[src/rtl/dat_xfer_seq.sv]
// Purpose: multi-block SD data-transfer sequencer; paces block engines against buffer state and counts blocks.
// Latency: all outputs registered, one clk_i after the qualifying input (lane_mask_o is combinational from bus_width_i).
// Backpressure: holds in WAIT_BUF until the buffer can take/give a block; a read that stalls pauses the SD clock.
// Optional: define DAT_XFER_BUSY_WAIT_EN to hold a finished write in BUSY until DAT0 is released.
module dat_xfer_seq #(
    parameter int MaxLanes      = 4,
    parameter int BlockCntWidth = 16,
    parameter int TimeoutWidth  = 24
) (
    input  logic                     clk_i,
    input  logic                     rst_i,
    input  logic                     sd_clk_en_p_i,
    input  logic                     xfer_req_i,
    input  logic                     dir_read_i,
    input  logic                     block_count_en_i,
    input  logic [BlockCntWidth-1:0] block_count_i,
    input  logic [1:0]               bus_width_i,
    input  logic                     auto_cmd12_en_i,
    input  logic                     stop_at_gap_i,
    input  logic                     continue_i,
    input  logic                     abort_i,
    input  logic                     cmd_done_i,
    input  logic                     rsp_done_i,
    input  logic [TimeoutWidth-1:0]  timeout_limit_i,
    input  logic                     buf_space_i,
    input  logic                     buf_block_i,
    input  logic                     buf_empty_i,
    input  logic                     dat0_i,
    output logic                     blk_start_o,
    input  logic                     blk_done_i,
    input  logic                     blk_crc_err_i,
    input  logic                     blk_end_err_i,
    output logic [MaxLanes-1:0]      lane_mask_o,
    output logic                     pause_sd_clk_o,
    output logic                     request_cmd12_o,
    output logic                     read_active_o,
    output logic                     write_active_o,
    output logic                     gap_stopped_o,
    output logic                     xfer_done_o,
    output logic                     crc_err_o,
    output logic                     end_bit_err_o,
    output logic                     timeout_err_o,
    output logic [BlockCntWidth-1:0] blocks_left_o
);

    typedef enum logic [3:0] {
        S_IDLE,
        S_WAIT_CMD,
        S_WAIT_BUF,
        S_START,
        S_XFER,
        S_BLK_DONE,
        S_GAP_STOP,
        S_DRAIN,
        S_BUSY,
        S_TIMEOUT,
        S_DONE
    } state_t;

    state_t                  state;
    logic                    dir_q;       // latched direction, 1 = read
    logic                    cnt_en_q;    // latched counted/infinite select
    logic                    blk_seen_q;  // at least one block finished in this transfer
    logic [TimeoutWidth-1:0] tmo_lim_q;
    logic [TimeoutWidth-1:0] tmo_cnt;
    logic [TimeoutWidth:0]   tmo_nxt;
    logic                    tmo_hit;
    logic                    buf_ok;
    logic                    is_last;

    // Lane mask: requested width clamped to what this instance supports; code 3 means widest.
    always_comb begin
        int n_lanes;
        n_lanes = 1;
        case (bus_width_i)
            2'd0:    n_lanes = 1;
            2'd1:    n_lanes = 4;
            default: n_lanes = 8;
        endcase
        if (n_lanes > MaxLanes) begin
            n_lanes = MaxLanes;
        end
        lane_mask_o = '0;
        for (int i = 0; i < MaxLanes; i++) begin
            lane_mask_o[i] = (i < n_lanes);
        end
    end

    // Timeout fires on the cycle the counter would reach a nonzero limit; extra bit avoids wrap.
    assign tmo_nxt = {1'b0, tmo_cnt} + {{TimeoutWidth{1'b0}}, 1'b1};
    assign tmo_hit = (tmo_lim_q != '0) && (tmo_nxt >= {1'b0, tmo_lim_q});
    assign buf_ok  = dir_q ? buf_space_i : buf_block_i;
    assign is_last = cnt_en_q && (blocks_left_o == BlockCntWidth'(1));

`ifndef DAT_XFER_BUSY_WAIT_EN
    logic unused_dat0;
    assign unused_dat0 = dat0_i;
`endif

    // Transfer sequencer: state, latched transfer parameters and all registered outputs.
    always_ff @(posedge clk_i) begin
        if (rst_i) begin
            state           <= S_IDLE;
            dir_q           <= 1'b0;
            cnt_en_q        <= 1'b0;
            blk_seen_q      <= 1'b0;
            tmo_lim_q       <= '0;
            tmo_cnt         <= '0;
            blk_start_o     <= 1'b0;
            pause_sd_clk_o  <= 1'b0;
            request_cmd12_o <= 1'b0;
            read_active_o   <= 1'b0;
            write_active_o  <= 1'b0;
            gap_stopped_o   <= 1'b0;
            xfer_done_o     <= 1'b0;
            crc_err_o       <= 1'b0;
            end_bit_err_o   <= 1'b0;
            timeout_err_o   <= 1'b0;
            blocks_left_o   <= '0;
        end else begin
            blk_start_o     <= 1'b0;
            request_cmd12_o <= 1'b0;
            xfer_done_o     <= 1'b0;
            crc_err_o       <= 1'b0;
            end_bit_err_o   <= 1'b0;
            timeout_err_o   <= 1'b0;

            if (abort_i && (state != S_IDLE)) begin
                // Abandon silently: no completion pulse, everything visible returns to idle.
                state          <= S_IDLE;
                read_active_o  <= 1'b0;
                write_active_o <= 1'b0;
                gap_stopped_o  <= 1'b0;
                pause_sd_clk_o <= 1'b0;
                blocks_left_o  <= '0;
                blk_seen_q     <= 1'b0;
            end else begin
                case (state)
                    S_IDLE: begin
                        if (xfer_req_i) begin
                            dir_q         <= dir_read_i;
                            cnt_en_q      <= block_count_en_i;
                            blocks_left_o <= block_count_i;
                            tmo_lim_q     <= timeout_limit_i;
                            tmo_cnt       <= '0;
                            blk_seen_q    <= 1'b0;
                            if (block_count_en_i && (block_count_i == '0)) begin
                                state       <= S_DONE;
                                xfer_done_o <= 1'b1;
                            end else begin
                                state          <= S_WAIT_CMD;
                                read_active_o  <= dir_read_i;
                                write_active_o <= !dir_read_i;
                            end
                        end
                    end
                    S_WAIT_CMD: begin
                        if (dir_q ? cmd_done_i : rsp_done_i) begin
                            state          <= S_WAIT_BUF;
                            pause_sd_clk_o <= dir_q && blk_seen_q;
                        end
                    end
                    S_WAIT_BUF: begin
                        if (buf_ok) begin
                            state          <= S_START;
                            pause_sd_clk_o <= 1'b0;
                        end
                    end
                    S_START: begin
                        if (sd_clk_en_p_i) begin
                            state       <= S_XFER;
                            blk_start_o <= 1'b1;
                            tmo_cnt     <= '0;
                        end
                    end
                    S_XFER: begin
                        tmo_cnt <= tmo_nxt[TimeoutWidth-1:0];
                        if (tmo_hit) begin
                            state         <= S_TIMEOUT;
                            timeout_err_o <= 1'b1;
                        end else if (blk_done_i) begin
                            state         <= S_BLK_DONE;
                            crc_err_o     <= blk_crc_err_i;
                            end_bit_err_o <= blk_end_err_i;
                        end
                    end
                    S_BLK_DONE: begin
                        blk_seen_q <= 1'b1;
                        if (cnt_en_q && (blocks_left_o != '0)) begin
                            blocks_left_o <= blocks_left_o - BlockCntWidth'(1);
                        end
                        if (is_last) begin
                            state           <= dir_q ? S_DRAIN : S_BUSY;
                            request_cmd12_o <= auto_cmd12_en_i;
                        end else if (stop_at_gap_i) begin
                            state         <= S_GAP_STOP;
                            gap_stopped_o <= 1'b1;
                        end else begin
                            state          <= S_WAIT_BUF;
                            pause_sd_clk_o <= dir_q;
                        end
                    end
                    S_GAP_STOP: begin
                        if (continue_i) begin
                            state          <= S_WAIT_BUF;
                            gap_stopped_o  <= 1'b0;
                            pause_sd_clk_o <= dir_q;
                        end
                    end
                    S_DRAIN: begin
                        if (buf_empty_i) begin
                            state          <= S_DONE;
                            xfer_done_o    <= 1'b1;
                            read_active_o  <= 1'b0;
                            write_active_o <= 1'b0;
                        end
                    end
                    S_BUSY: begin
`ifdef DAT_XFER_BUSY_WAIT_EN
                        tmo_cnt <= tmo_nxt[TimeoutWidth-1:0];
                        if (tmo_hit) begin
                            state         <= S_TIMEOUT;
                            timeout_err_o <= 1'b1;
                        end else if (dat0_i) begin
                            state          <= S_DONE;
                            xfer_done_o    <= 1'b1;
                            read_active_o  <= 1'b0;
                            write_active_o <= 1'b0;
                        end
`else
                        state          <= S_DONE;
                        xfer_done_o    <= 1'b1;
                        read_active_o  <= 1'b0;
                        write_active_o <= 1'b0;
`endif
                    end
                    S_TIMEOUT: begin
                        state          <= S_DONE;
                        xfer_done_o    <= 1'b1;
                        read_active_o  <= 1'b0;
                        write_active_o <= 1'b0;
                        gap_stopped_o  <= 1'b0;
                        pause_sd_clk_o <= 1'b0;
                    end
                    S_DONE: begin
                        state          <= S_IDLE;
                        read_active_o  <= 1'b0;
                        write_active_o <= 1'b0;
                        gap_stopped_o  <= 1'b0;
                        pause_sd_clk_o <= 1'b0;
                    end
                    default: begin
                        state <= S_IDLE;
                    end
                endcase
            end
        end
    end

endmodule

[config.mk]
export PLATFORM = sky130hd
export DESIGN_NAME = dat_xfer_seq
export DESIGN_NICKNAME = d
export VERILOG_FILES = /design/src/rtl/dat_xfer_seq.sv
export SDC_FILE = /design/constraint.sdc
export NUM_CORES = 1
export LEC_CHECK = 0
export ABC_AREA = 1
export CAP_MARGIN = 0
export CORE_ASPECT_RATIO = 1.25
export CORE_MARGIN = 10
export CORE_UTILIZATION = 34
export DETAILED_ROUTE_END_ITERATION = 6
export SETUP_SLACK_MARGIN = 0.1
export SLEW_MARGIN = 5
export SYNTH_ARGS = -nofsm -noshare
export SYNTH_HDL_FRONTEND = slang
export SYNTH_SLANG_ARGS = --single-unit
export TNS_END_PERCENT = 5
[constraint.sdc]
create_clock -name clk_i -period 4.23 [get_ports clk_i]
set_input_delay 0.846 -clock clk_i [delete_from_list [all_inputs] [get_ports clk_i]]
set_output_delay 0.846 -clock clk_i [all_outputs]
set_load 0.03 [all_outputs]
==> Word level (Yosys, flattened, before mapping) <==
Index checks and enable logic that the tools add are counted.
{ "totals": {"word_cells": 137, "inputBits": 61, "regBits": 81, "output_inout_bits": 30} }
{ "op_classes": {"n_addsub": 2, "n_lt_le_gt_ge": 6, "eq_ne": 24, "muxes": 48, "bitwise": 6, "n_reduce_logical": 34} }
{ "ops": {"columns": ["op", "n"], "rows": [
  ["case mux 24 bit (3 select lines)", 1],
  ["less-than comparator 3 x 32 -> 1 bit (first input constant)", 2],
  ["2-to-1 mux 24 bit", 2],
  ["2-to-1 mux 4 bit", 11],
  ["case mux 4 bit (9 select lines)", 1],
  ["greater-than comparator 32 x 4 -> 1 bit (second input constant)", 1],
  ["less-than comparator 1 x 32 -> 1 bit (first input constant)", 1],
  ["less-than comparator 2 x 32 -> 1 bit (first input constant)", 1],
  ["2-to-1 mux 16 bit", 2],
  ["2-to-1 mux 32 bit", 1],
  ["case mux 16 bit (2 select lines)", 1],
  ["adder 24 x 1 -> 25 bit (second input constant)", 1],
  [">= comparator 25 x 24 -> 1 bit", 1],
  ["nonzero test 24 bit", 1],
  ["!= test 2 bit (second input constant)", 11],
  ["2-to-1 mux 1 bit", 21],
  ["equality test 16 x 1 -> 1 bit (second input constant)", 1],
  ["equality test 4 x 3 -> 1 bit (second input constant)", 4],
  ["logical NOT 16 bit", 1],
  ["nonzero test 16 bit", 1],
  ["subtractor 16 x 1 -> 16 bit (second input constant)", 1],
  ["equality test 4 bit (second input constant)", 3],
  ["case mux 1 bit (3 select lines)", 4],
  ["AND reduction 4 bit", 3],
  ["other kinds (25)", 43]
]} }

==> Longest topological paths before layout <==
{ "depth": {"word_depth": 5, "mapped_depth": 24, "ltp_nobuf": 24} }

==> Worst setup path after synthesis <==
OpenSTA, ideal clock, no wires.
{ "synth_timing": {"path_kind": "register to register", "startpoint": "register tmo_cnt[0]", "endpoint": "register state[1]", "n_path_buf": 0, "arrival_ns": 2.658, "stages_incl_launch_ff": 24, "required_time_ns": 4.117, "setup_time_ns": 0.113, "slack_ns": 1.459, "period_less_slack_ns": 2.771, "path_cell_list": "dfxtp_1 inv_1 nor2_2 nand3_2 nor2_4 nand2_2 or2_4 nor2_4 nand2_1 xor2_1 ha_1 inv_1 nor2_1 nand2_1 nor2_1 nand2_1 nand2_1 nor2_1 nand3_1 nand2_1 nand3_1 nand2_2 nor2_1 nor2_1"} }
{ "synth_via": {"elab_chain_len": 5, "word_cells_on_any_way": 7, "classes_between": "add/sub (1); order compare (1); eq/ne (1); mux (2); reduce/logical (2)"} }
{ "synth_lines": {"columns": ["element", "line_no", "rtl"], "rows": [
  ["start: declaration", "65", "logic [TimeoutWidth-1:0] tmo_cnt;"],
  ["start signal: assignment", "177", "tmo_cnt <= tmo_nxt[TimeoutWidth-1:0];"],
  ["adder 24 x 1 -> 25 bit *", "90", "assign tmo_nxt = {1'b0, tmo_cnt} + {{TimeoutWidth{1'b0}}, 1'b1};"],
  [">= comparator 25 x 24 -> 1 bit *", "91", "assign tmo_hit = (tmo_lim_q != '0) && (tmo_nxt >= {1'b0, tmo_lim_q});"],
  ["logical AND 1 bit *", "91", null],
  ["!= test 3 bit (no line) or 2-to-1 mux 4 bit (tied branches)", null, null],
  ["AND reduction 7 bit (no line) or case mux 4 bit (9 select lines) (tied branches)", null, null],
  ["end signal: assignment", "193", "state <= dir_q ? S_DRAIN : S_BUSY;"],
  ["end: declaration", "60", "state_t state;"]
]} }
Mark *: on every way between the ends. The rest lies on a longest branch, timed or not.
A chain may end at the register's enable or synchronous reset.

==> Final worst setup path <==
{ "layout_timing": {"startpoint": "register tmo_cnt[0]", "endpoint": "register state[2]"} }
The elaborated chain is that of the path after synthesis.

==> results by group <==
Final layout
  – Net count, final: 891
  – Most frequent cells in the layout: 166 x nand2_1, 90 x inv_1, 88 x clkdlybuf4s50_1
  – N_diodes: 0
  – Commonest non-fill, non-tap cell in the layout: nand2_1
  – Area growth, synth to finish: 26.8%
  – Share of cells above drive strength 1: 0.0557
  – Fin util: 0.435

Detailed routing
  – TritonRoute pass-1 iters: 4
  – Vias: about 4700
  – DRC Markers: 0
  – Routed len/inst: between 10 and 15 um
  – DR iter-0 viols: 250
  – Antenna Violating Nets Remaining: 0
  – Via/cell ratio: approximately 4.8
  – Final WL: approximately 14 mm

Power
  – Flop pwr share: 0.318
  – Clock power share: 0.249
  – IR drop worst, VDD: ~0.00038 V
  – Pleak: 2.54 nW
  – Psw: 1.35 mW
  – Comb pwr share: 0.433
  – Switching share of power: 0.417
  – Pwr dens: around 520 mW/mm2
  – Cell internal pwr: ~1.9 mW

Timing
  – Fmax: between 300 and 400 MHz
  – Slew headroom: 0.456
  – Period Utilization, post-route: 0.758
  – Pins Over Slew Limit: 0
  – Final hold violations: 0
  – RSZ-0062 raised after global routing: no
  – Tightest Pin Transition: about 0.8 ns
  – Endpoints failing setup: 0
  – Setup TNS: 0 ns
  – Fin Clk Skew: 0.0102 ns
  – Final min period: about 3.2 ns

Critical path
  – Crit. Startpoint: tmo_cnt[0]$_SDFFE_PP0P_
  – Worst Path Required: roughly 4.5 ns
  – Crit path DAT: about 3.5 ns
  – Critical path endpoint category: flip-flop
  – CP max FO: 7
  – Worst r2r src: tmo_cnt[0]$_SDFFE_PP0P_
  – WS Path Type: reg -> reg
  – Startpoint Class: flip-flop

Floorplanning
  – IO Pins: slightly above 90
  – FP Rows: just under 50
  – Die Span Y: between 150 and 200 um
  – Die Area: ~0.020 mm2
  – Core ar.: between 0.01 and 0.015 mm2
  – Initial Utilization: 0.343
  – Die Wd: 127 um

CTS
  – Post-CTS setup buffers: 0
  – TritonCTS clock tree: done
  – Worst-path clk slew: around 0.06 ns
  – CTS Buf Count: 9
  – Root Driver: clkbuf_16
  – Worst skew pair latency: between 0.3 and 0.4 ns
  – Clock sinks: 81
  – CTS resizes: 0
  – Hold Buf Count CTS: 0
  – H-tree depth: 3
  – CTS Buffer Depth: 2

Synth
  – Synth Net Count: 814
  – Multiplexer area fraction after synthesis: 0
  – Post-synthesis simple-gate area fraction: 0.281
  – Xor/xnor share of the synthesized area: 0.0463
  – Cells after synthesis: 726
  – Syn avg cell area: between 6 and 7 um2
  – Post-synthesis register bit count: a little over 80
  – Post-synth EDFFs: 0
  – Commonest register cell after synthesis: dfxtp_1
  – Synth warn: 0
  – Cell Area, Synth: 0.00490 mm2
  – Synth unique cells: 41
  – Adder-Cell Fraction of Synth Area: 0.0690
  – Post-synth ARST share: 0
  – Main combinational cell family by area after synthesis: simple AND/OR/NAND/NOR gates
  – Compound-Gate Fraction of Synth Area: 0.174
  – Sequential area share after synthesis: 0.331

GRT
  – First-pass GRT wire length: about 23 mm
  – Vias in the first global route: between 4000 and 5000
  – Largest net degree at the start of global routing: 54
  – Initial antenna violation count: 0
  – Total GRT Usage: 0.143
  – GRT Residual Overflow: 0

Hold path
  – Worst Hold Class: reg -> reg
  – Min-delay src: pause_sd_clk_o$_SDFFE_PP0P_

Placement
  – Detail Placement HPWL: ~11 mm
  – PortBufs: 88
  – Placer Congestion: approximately 0.85

Flow run
  – Max_cap viols: 0

Status
  – Status: finished, final reports clean
==> final cells by class <==
class                      instances  area (um2)
fill                            1496        8080
clock inverter                     4        51.3
tap                              178         223
multi-input combinational        525        2800
inverter                          95         357
timing repair buffer              91         903
sequential                        81        1620
clock buffer                      12         256
==> worst max-delay path, stage by stage (launching register included) <==
cell and delay [ns]:
dfxtp_1 0.39, ha_1 0.20, nand3_1 0.14, inv_2 0.10, nand3_1 0.12, nor4_2 0.30
nand3_1 0.18, xor2_1 0.20, ha_1 0.30, nand2_1 0.06, nor2_1 0.11, nand2_1 0.10
nor2_1 0.15, nand2_1 0.07, nand2_1 0.06, nor2_1 0.03, nand3_1 0.10, nand2_1 0.11
nand3_1 0.10, nand2_2 0.11, nand2_1 0.09, nand2_1 0.04, nor2_1 0.09
==> Yosys cell counts (8+ instances only) <==
master      n  area share
nor2_1     85       0.065
nor3_1      8      0.0082
nand3_1    22       0.022
inv_1      90       0.069
nand4_1    14       0.018
ha_1       27       0.069
o21ai_0    53       0.054
dfxtp_1    81        0.33
a21oi_1    70       0.072
clkbuf_1   13       0.010
xor2_1     14       0.025
xnor2_1    10       0.018
nand2_1   166        0.13
==> routing by layer <==
layer / share of wire / global-route usage / vias up
met3: 0.048 / 0.0347 / 20
met4: 0.023 / 0.0614 / 0
met1: 0.43 / 0.164 / 2087
met5: 0 / 0 / -
met2: 0.50 / 0.244 / 81
li1: - / - / 2513
==> cells by family (layout without fill, tap and decap cells) <==
group	after synthesis	count (layout)
buffers and inverters	120	202
flip-flops	81	81
adder cells (fa/ha/maj)	27	27
other	1	1
AND/OR/NAND/NOR	320	320
AO/OA/AOI/OAI	152	152
XOR/XNOR	25	25
==> power by group through the flow <==
stage | clock network [mW] | logic, mW | registers (mW)
after floorplan | 0 | 0.879 | 1.14
after global placement | 0 | 1.41 | 1.04
after detailed placement | 0 | 1.42 | 1.04
after CTS | 0.828 | 1.43 | 1.03
after global routing | 0.865 | 1.59 | 1.05
final | 0.807 | 1.40 | 1.03
==> final timing paths <==
check / to / slack (ns) / cells past startpoint
max reg2reg: state[2]$_SDFFE_PP0P_ / 1.02 / 22
min reg2reg: pause_sd_clk_o$_SDFFE_PP0P_ / 0.45 / 2
max: state[2]$_SDFFE_PP0P_ / 1.02 / 22
min: pause_sd_clk_o$_SDFFE_PP0P_ / 0.45 / 2
==> per-stage QoR <==
step	cell area [um2]	cells	hold slack (ns)	power [mW]	setup WS, ns
2_1_floorplan	4900	726	0.441	2.02	1.46
3_3_place_gp	5900	970	0.442	2.46	1.03
3_5_place_dp	5900	970	0.442	2.46	1.01
4_1_cts	6210	986	0.459	3.28	1.00
5_1_grt	6210	986	0.483	3.50	0.587
6_report	6210	986	0.452	3.24	1.02
==> sequential cells by signal, summed over array words and instances (netlist names), 4 cells and up <==
name / count
tmo_lim_q: 24
tmo_cnt: 24
blocks_left_o: 16
state: 4
(Power assumes the default switching activity.)
